File: src/rtl/ov7670_stream_tx.sv
// OV7670-style YCbCr 4:2:2 camera stream emulator: PCLK/VSYNC/HREF/DATA with test patterns.
// Optional frame counter enabled by defining OV7670_TX_FRAME_CNT_EN.
module ov7670_stream_tx #(
  parameter int H_ACTIVE = 640,
  parameter int H_BLANK  = 144,
  parameter int V_ACTIVE = 480,
  parameter int V_SYNC   = 3,
  parameter int V_BACK   = 17,
  parameter int V_FRONT  = 10
) (
  input  logic        iCLK,
  input  logic        iRST,
  input  logic        iEN,
  input  logic [1:0]  iPATTERN,
  input  logic [7:0]  iLEVEL,
  output logic        oPCLK,
  output logic        oVSYNC,
  output logic        oHREF,
  output logic [7:0]  oDATA,
  output logic        oFRAME_DONE,
  output logic        oBUSY,
  output logic [15:0] oFRAME_CNT
);

  typedef enum logic [2:0] {
    S_IDLE,
    S_VSYNC,
    S_VBACK,
    S_ACTIVE,
    S_VFRONT
  } state_t;

  localparam int          LINE_SLOTS = 2 * H_ACTIVE + H_BLANK;
  localparam logic [15:0] SLOT_LAST  = 16'(LINE_SLOTS - 1);
  localparam logic [15:0] HREF_END   = 16'(2 * H_ACTIVE);
  localparam logic [15:0] X_LAST     = 16'(H_ACTIVE - 1);

  function automatic logic [15:0] last_line(input state_t s);
    logic [15:0] r;
    case (s)
      S_VSYNC:  r = 16'(V_SYNC - 1);
      S_VBACK:  r = 16'(V_BACK - 1);
      S_ACTIVE: r = 16'(V_ACTIVE - 1);
      S_VFRONT: r = 16'(V_FRONT - 1);
      default:  r = '0;
    endcase
    return r;
  endfunction

  function automatic logic [7:0] luma(input logic [1:0] pat, input logic [7:0] lvl,
                                      input logic [7:0] x, input logic [7:0] y);
    logic [7:0] r;
    case (pat)
      2'd0:    r = x;
      2'd1:    r = y;
      2'd2:    r = (x[5] ^ y[5]) ? 8'd235 : 8'd16;
      default: r = lvl;
    endcase
    return r;
  endfunction

  state_t      state_q, state_d;
  logic        ph_q, ph_d;
  logic [15:0] slot_q, slot_d;
  logic [15:0] line_q, line_d;
  logic [15:0] x_q, x_d;
  logic [1:0]  pat_q, pat_d;
  logic [7:0]  lvl_q, lvl_d;
  logic        latch;
  logic        line_end;
  logic        href;
  logic        frame_done;

  // All state advances only on the iCLK edge that ends a slot (phase 1 -> 0),
  // so every output is stable across the following oPCLK rising edge.
  always_comb begin
    state_d    = state_q;
    ph_d       = ~ph_q;
    slot_d     = slot_q;
    line_d     = line_q;
    x_d        = x_q;
    pat_d      = pat_q;
    lvl_d      = lvl_q;
    latch      = 1'b0;
    line_end   = (slot_q == SLOT_LAST);
    href       = (state_q == S_ACTIVE) && (slot_q < HREF_END);
    frame_done = ph_q && (state_q == S_VFRONT) && line_end &&
                 (line_q == last_line(S_VFRONT));
    if (ph_q) begin
      if (state_q == S_IDLE) begin
        if (iEN) begin
          state_d = S_VSYNC;
          latch   = 1'b1;
        end
      end else if (line_end) begin
        slot_d = '0;
        x_d    = '0;
        if (line_q == last_line(state_q)) begin
          line_d = '0;
          case (state_q)
            S_VSYNC:  state_d = S_VBACK;
            S_VBACK:  state_d = S_ACTIVE;
            S_ACTIVE: state_d = S_VFRONT;
            S_VFRONT: begin
              state_d = iEN ? S_VSYNC : S_IDLE;
              latch   = iEN;
            end
            default:  state_d = S_IDLE;
          endcase
        end else begin
          line_d = line_q + 16'd1;
        end
      end else begin
        slot_d = slot_q + 16'd1;
        if (href && slot_q[0]) begin
          x_d = (x_q == X_LAST) ? '0 : x_q + 16'd1;
        end
      end
    end
    if (latch) begin
      pat_d = iPATTERN;
      lvl_d = iLEVEL;
    end
  end

  always_ff @(posedge iCLK) begin
    if (iRST) begin
      state_q <= S_IDLE;
      ph_q    <= 1'b0;
      slot_q  <= '0;
      line_q  <= '0;
      x_q     <= '0;
    end else begin
      state_q <= state_d;
      ph_q    <= ph_d;
      slot_q  <= slot_d;
      line_q  <= line_d;
      x_q     <= x_d;
    end
  end

  // Pattern selection is data, only meaningful once a frame has latched it.
  always_ff @(posedge iCLK) begin
    pat_q <= pat_d;
    lvl_q <= lvl_d;
  end

  assign oPCLK       = ph_q;
  assign oVSYNC      = (state_q == S_VSYNC);
  assign oHREF       = href;
  assign oDATA       = !href    ? 8'd0 :
                       slot_q[0] ? luma(pat_q, lvl_q, x_q[7:0], line_q[7:0]) : 8'd128;
  assign oFRAME_DONE = frame_done;
  assign oBUSY       = (state_q != S_IDLE);

`ifdef OV7670_TX_FRAME_CNT_EN
  logic [15:0] fcnt_q, fcnt_d;

  always_comb begin
    fcnt_d = fcnt_q + {15'd0, frame_done};
  end

  always_ff @(posedge iCLK) begin
    if (iRST) fcnt_q <= '0;
    else      fcnt_q <= fcnt_d;
  end

  assign oFRAME_CNT = fcnt_q;
`else
  assign oFRAME_CNT = '0;
`endif

endmodule

File: config.mk
export PLATFORM = sky130hd
export DESIGN_NAME = ov7670_stream_tx
export DESIGN_NICKNAME = d
export VERILOG_FILES = /design/src/rtl/ov7670_stream_tx.sv
export SDC_FILE = /design/constraint.sdc
export NUM_CORES = 1
export LEC_CHECK = 0
export ABC_AREA = 1
export CAP_MARGIN = 40
export CORE_ASPECT_RATIO = 1.1
export CORE_MARGIN = 4
export CORE_UTILIZATION = 42
export CTS_CLUSTER_DIAMETER = 60
export DETAILED_ROUTE_END_ITERATION = 7
export PLACE_DENSITY = 0.7
export SYNTH_ARGS = -nofsm -noshare
export SYNTH_HDL_FRONTEND = slang
export SYNTH_SLANG_ARGS = --single-unit
File: constraint.sdc
create_clock -name iCLK -period 3.8 [get_ports iCLK]
set_clock_uncertainty 0.05 [all_clocks]
set_input_delay 0.95 -clock iCLK [delete_from_list [all_inputs] [get_ports iCLK]]
set_output_delay 0.95 -clock iCLK [all_outputs]
set_load 0.005 [all_outputs]
==> impl_metrics.py, run 1 <==
metrics = {
    "cts": {
        "cts.hold.buffers_added": 0,
        "cts-root-buf": "clkbuf_8",
        "clk_latency_ns": 0.33,
        "clk_path_buf_depth": 2,
        "cts_max_level": 3,
        "numCtsBuffers": 9,
        "clk_pin_slew_worst_paths_ns": 0.07,
        "post_cts_buffers": 0,
        "cts_resized": 0,
        "cts_tree": "yes",
        "cts.sinks": 62,
    },
    "detailed_routing": {
        "first_iter_violations": 258,
        "wl_per_cell_um": 13.8,
        "viasPerCell": 5.24,
        "ant_nets": 0,
        "firstDrtPassIters": 5,
        "wl_um": 9890,
        "vias": 3756,
        "drc_errors": 0,
    },
    "power_and_ir_drop": {
        "cellInternalPower_w": 0.00103,
        "seqPwrFrac": 0.488,
        "swShare": 0.318,
        "p_comb_frac": 0.183,
        "clockPowerShare": 0.329,
        "power.switching_w": 0.000481,
        "p_leak_nw": 1.61,
        "peakVddDrop_v": 0.000237,
        "cellPowerDensity_nw_per_um2": 346,
    },
    "worst_setup_path": {
        "crit_path_top_delay_cell": "clkdlybuf4s50_1",
        "crit_path_max_fanout": 5,
        "cp.arrival_ns": 2.15,
        "critPathLaunchType": "flop",
        "crit_top_cell": "nand2_1",
        "cp-end-kind": "primary output",
        "crit_path_max_incr_delay_ns": 0.53,
        "required_ns": 2.80,
        "worstPathCellList": "nand2_1 > inv_1 > nand3_1 > nor2_1 > nand2_1 > nor3_1 > clkdlybuf4s50_1",
        "worstSetupPathType": "reg -> out",
    },
    "grt": {
        "grt_use_total": 0.190,
        "grt_max_degree": 24,
        "grt_pass1_wl_um": 16700,
        "grt_antenna_before_repair": 0,
        "grt_pass1_vias": 3630,
        "grt_overflow": 0,
    },
    "synthesis": {
        "synth_seq_cells": 62,
        "async_flop_share": 0,
        "yosys_warnings": 0,
        "netlist_area_um2": 3880,
        "synth_edf_count": 10,
        "synthCells": 565,
        "post_synth_num_cell_types": 42,
        "syn_avg_cell_area_um2": 6.86,
        "synth_seq_area_share": 0.346,
        "yosys_most_used_dff": "dfxtp_1",
    },
    "run": {
        "maxCapViolCount": 0,
    },
    "floorplan": {
        "num_io_pins": 42,
        "start_util": 0.435,
        "die_area_um2": 10800,
        "core_um2": 8920,
        "rows": 36,
        "fp.dieW_um": 99.6,
        "die_h_um": 109,
    },
    "placement": {
        "post-dp-hpwl_um": 7570,
        "place.port_buffers": 25,
        "dp.cells": 701,
        "globalplace.congestion": 0.926,
    },
    "timing": {
        "hold_viol": 0,
        "fin_tns_setup_ns": 0,
        "post-route-period-util": 0.830,
        "fmax_ghz": 0.317,
        "rsz0062_at_grt": "no",
        "slew_viol_final": 0,
        "setup_viol": 0,
        "period_minus_slack_ns": 3.15,
    },
    "layout": {
        "final_nets": 615,
        "finalNonFillerCells": 717,
        "drive_above_1_share": 0.0912,
        "diodes": 0,
        "area_growth_pct": 12.7,
    },
    "min_path": {
        "hp-class": "reg -> reg",
    },
    "outcome": {
        "status": "completed",
    },
}
==> cells in the final DEF (no fill, tap or decap), types with 15 or more instances in the layout <==
cell             count
a21oi_1             43
clkdlybuf4s50_1     25
conb_1              16
dfxtp_1             52
inv_1               50
nand2_1            133
nand3_1             56
nor2_1              83
nor3_1              17
xor2_1              15
==> cells by family (layout without fill, tap and decap cells) <==
family | Yosys count | in the layout | synth area share
AND/OR/NAND/NOR | 332 | 332 | 0.405
buffers and inverters | 82 | 105 | 0.0984
AO/OA/AOI/OAI | 66 | 66 | 0.0958
flip-flops | 62 | 62 | 0.346
XOR/XNOR | 18 | 18 | 0.0407
adder cells (fa/ha/maj) | 4 | 4 | 0.0129
other | 1 | 16 | 0.000967
==> worst paths after layout <==
kind | startpoint | end | slack (ns) | cells past startpoint
worst max-delay path | slot_q[8]$_SDFFE_PP0P_ | oFRAME_DONE | 0.65 | 7
worst min-delay path | x_q[14]$_SDFFE_PP0P_ | x_q[14]$_SDFFE_PP0P_ | 0.45 | 2
worst max register to register | slot_q[0]$_SDFFE_PP0P_ | pat_q[0]$_DFFE_PP_ | 1.41 | 10
worst min register to register | x_q[14]$_SDFFE_PP0P_ | x_q[14]$_SDFFE_PP0P_ | 0.45 | 2
==> through the flow <==
stage	hold WS [ns]	util	instance area [um2]	worst slack, ns	power, W
after CTS	0.444	0.490	4370	0.625	0.00152
final	0.445	0.490	4370	0.646	0.00151
after floorplan	0.398	-	3930	1.44	0.000940
after detailed placement	0.433	0.472	4210	1.00	0.00103
after global placement	0.423	0.472	4210	1.01	0.00102
after global routing	0.464	0.490	4370	0.501	0.00159
==> critical path, delay by kind of cell (launching register included) <==
kind                   cells  cell delay [ns]
buffers and inverters      2             0.65
flip-flops                 1             0.42
AND/OR/NAND/NOR            5             0.76
==> registers in the layout, summed over array words and instances (netlist names) <==
signal / count
line_q: 16
slot_q: 16
x_q: 16
lvl_q: 8
state_q: 3
pat_q: 2
oPCLK: 1
==> cell usage after synthesis (2+ instances only) <==
| cell type | number | area (um2) |
|---|---|---|
| nand2_1 | 133 | 499 |
| nor3b_1 | 2 | 15.0 |
| nand2_2 | 3 | 18.8 |
| a31oi_1 | 3 | 18.8 |
| buf_4 | 16 | 120 |
| xor2_1 | 15 | 131 |
| nand2_4 | 2 | 22.5 |
| nor2_1 | 83 | 312 |
| a21oi_1 | 43 | 215 |
| nand3_1 | 56 | 280 |
| clkbuf_1 | 5 | 18.8 |
| o21ai_1 | 3 | 15.0 |
| nand3_4 | 3 | 52.6 |
| ha_1 | 4 | 50.1 |
| dfxtp_1 | 52 | 1040 |
| a221oi_1 | 6 | 52.6 |
| inv_1 | 50 | 188 |
| xnor2_1 | 3 | 26.3 |
| nor2_2 | 4 | 25.0 |
| inv_2 | 7 | 26.3 |
| nand4_1 | 10 | 62.6 |
| edfxtp_1 | 10 | 300 |
| nor3_2 | 2 | 20.0 |
| nor4_1 | 5 | 31.3 |
| o21ai_0 | 7 | 35.0 |
| nor2_4 | 6 | 67.6 |
| nor3_1 | 17 | 85.1 |
==> power by group through the flow <==
| stage | sequential (W) | combinational, W | clock (W) |
|---|---|---|---|
| floorplan | 0.000747 | 0.000193 | 0 |
| global placement | 0.000749 | 0.000269 | 0 |
| detailed placement | 0.000751 | 0.000275 | 0 |
| CTS | 0.000736 | 0.000277 | 0.000506 |
| global route | 0.000741 | 0.000308 | 0.000539 |
| finish | 0.000737 | 0.000277 | 0.000497 |
==> cell type report <==
class,instances,area [um2]
timing repair buffer,29,280
clock inverter,7,41.3
clock buffer,9,124
tap,114,143
sequential,62,1340
fill,898,4550
multi-input combinational,436,2210
inverter,60,231
==> per-layer routing <==
layer  up-vias  global-route usage  share of wire
li1       1897                   -              -
met3        23              0.0377          0.034
met5         -                   0              0
met4         0              0.0741          0.024
met2        92               0.331           0.50
met1      1744               0.231           0.44
(Power assumes the default switching activity.)
==> inputs of run 2 (changes only) <==
- clock period: 3.8 -> 3.12 ns (I/O delays scaled with it)
==> run 2 against run 1 <==
Effect of this change: first-iteration DRC count decreased by 9.3%; critical endpoint unchanged; die area unchanged; critical path type unchanged; highest routed layer unchanged; critical path depth decreased by 1.
==> impl_metrics.py, run 2 (synthesis gave the netlist of run 1 again) <==
metrics = {
    "outcome": {
        "status": "completed",
    },
    "placement": {
        "globalplace.congestion": 0.943,
        "place.port_buffers": 25,
        "post-dp-hpwl_um": 7420,
        "placed_area_um2": 4210,
    },
    "layout": {
        "final_util": 0.501,
        "final_area_um2": 4470,
        "diodes": 0,
        "multiInputGateArea_um2": 2210,
        "top_regs": "line_q (16), slot_q (16), x_q (16)",
        "mostFrequentLayoutCells": "nand2_1 (133), nor2_1 (82), nand3_1 (56)",
        "final_nets": 615,
        "seq_area_um2": 1340,
        "area_growth_pct": 15.3,
        "final_common_cell": "nand2_1",
        "drive_above_1_share": 0.0929,
        "nFillCells": 879,
    },
    "cts": {
        "clk_latency_ns": 0.34,
        "clk_pin_slew_worst_paths_ns": 0.07,
        "numCtsBuffers": 9,
        "clk_path_buf_depth": 2,
        "cts_tree": "yes",
        "cts.sinks": 62,
        "cts_max_level": 3,
        "cts-root-buf": "clkbuf_8",
    },
    "min_path": {
        "whs_endpoint": "slot_q[15]$_SDFFE_PP0P_",
        "whs_path_depth": 2,
        "hp-class": "reg -> reg",
        "min_from": "slot_q[15]$_SDFFE_PP0P_",
    },
    "detailed_routing": {
        "viasPerCell": 5.19,
        "wl_per_cell_um": 13.5,
        "ant_nets": 0,
        "first_iter_violations": 234,
        "wl_um": 9710,
        "drc_errors": 0,
        "firstDrtPassIters": 5,
        "vias": 3724,
    },
    "worst_setup_path": {
        "cp.arrival_ns": 2.19,
        "r2r_slack_ns": 0.71,
        "critPathLaunchType": "flop",
        "worstSetupPathType": "reg -> out",
        "regToRegEndpoint": "lvl_q[1]$_DFFE_PP_",
        "cp-end-kind": "primary output",
        "required_ns": 2.29,
        "crit_path_max_fanout": 6,
        "reg2reg_depth": 10,
        "r2r_start": "slot_q[0]$_SDFFE_PP0P_",
    },
    "floorplan": {
        "fp.dieW_um": 99.6,
        "start_util": 0.435,
        "num_io_pins": 42,
        "core_um2": 8920,
        "rows": 36,
        "die_area_um2": 10800,
        "die_h_um": 109,
    },
    "timing": {
        "fin_tns_setup_ns": 0,
        "slew_viol_final": 0,
        "fmax_ghz": 0.331,
        "hold_viol": 0,
        "period_minus_slack_ns": 3.02,
        "post-route-period-util": 0.968,
        "rsz0062_at_grt": "no",
        "setup_viol": 0,
    },
    "grt": {
        "grt_antenna_before_repair": 0,
        "grt_pass1_vias": 3513,
        "grt_use_total": 0.184,
        "grt_pass1_wl_um": 15900,
        "grt_overflow": 0,
        "grt_max_degree": 23,
    },
    "power_and_ir_drop": {
        "peakVddDrop_v": 0.000255,
        "cellPowerDensity_nw_per_um2": 484,
        "p_leak_nw": 1.66,
    },
    "run": {
        "maxCapViolCount": 0,
    },
}
## run 2: cell types whose count changed in the layout (fill, tap and decap cells not counted), sizes merged
cell	previous run	this run
clkinvlp	3	1
clkinv	6	4
bufinv	0	4
## run 2: repair_timing
action | 4_1_cts | 5_1_grt
endpoints found under the setup margin | 0 | 1
setup buffers | 0 | 0
gates resized for setup | 0 | 1
hold buffers | 0 | 0
## run 2: area by class of cell
| type | count | area share |
|---|---|---|
| repair buffers | 29 | 0.0627 |
| inverters | 60 | 0.0518 |
| flip-flops and latches | 62 | 0.300 |
| well taps | 114 | 0.0319 |
| clock inverters | 7 | 0.0305 |
| clock buffers | 9 | 0.0277 |
| multi-input cells | 436 | 0.495 |
## run 2: per-stage QoR
| stage | instances | total power (W) | hold slack, ns | setup WS, ns |
|---|---|---|---|---|
| floorplan | 580 | 0.00114 | 0.398 | 0.757 |
| global placement | 701 | 0.00124 | 0.420 | 0.473 |
| detailed placement | 701 | 0.00125 | 0.432 | 0.433 |
| CTS | 717 | 0.00218 | 0.442 | 0.0601 |
| global route | 717 | 0.00225 | 0.471 | 0.0000953 |
| finish | 717 | 0.00216 | 0.442 | 0.101 |
## run 2: worst max-delay path by stage
| stage | from | endpoint | slack (ns) | cells past startpoint |
|---|---|---|---|---|
| after detailed placement | slot_q[0]$_SDFFE_PP0P_ | oFRAME_DONE | 0.43 | 6 |
| after CTS | slot_q[8]$_SDFFE_PP0P_ | oFRAME_DONE | 0.06 | 7 |
| after floorplan | slot_q[0]$_SDFFE_PP0P_ | lvl_q[0]$_DFFE_PP_ | 0.76 | 9 |
| final | slot_q[0]$_SDFFE_PP0P_ | oFRAME_DONE | 0.10 | 6 |
| after global routing | slot_q[8]$_SDFFE_PP0P_ | oFRAME_DONE | 0.0001 | 7 |
| after global placement | slot_q[8]$_SDFFE_PP0P_ | oFRAME_DONE | 0.47 | 7 |
## run 2: power breakdown
part	switching, W	leakage [nW]	internal (W)	total (W)
sequential	0.0000368	0.512	0.000861	0.000898
clock	0.000321	0.127	0.000607	0.000928
combinational	0.000223	1.02	0.000112	0.000335
## run 2: worst max-delay path, stage by stage, from the launching register on
cell and delay (ns):
dfxtp_1 0.47, ha_1 0.25, nand2_1 0.08, nor2_2 0.17, nand2_1 0.09, nor3_1 0.25, clkdlybuf4s50_1 0.55
## run 2: routing by layer
layer  wire length [um]  up-vias  global-route usage
met5                  0        -                   0
met4                202        0              0.0839
li1                   -     1892                   -
met3                414       20              0.0429
met2               4960       93               0.324
met1               4130     1719               0.212
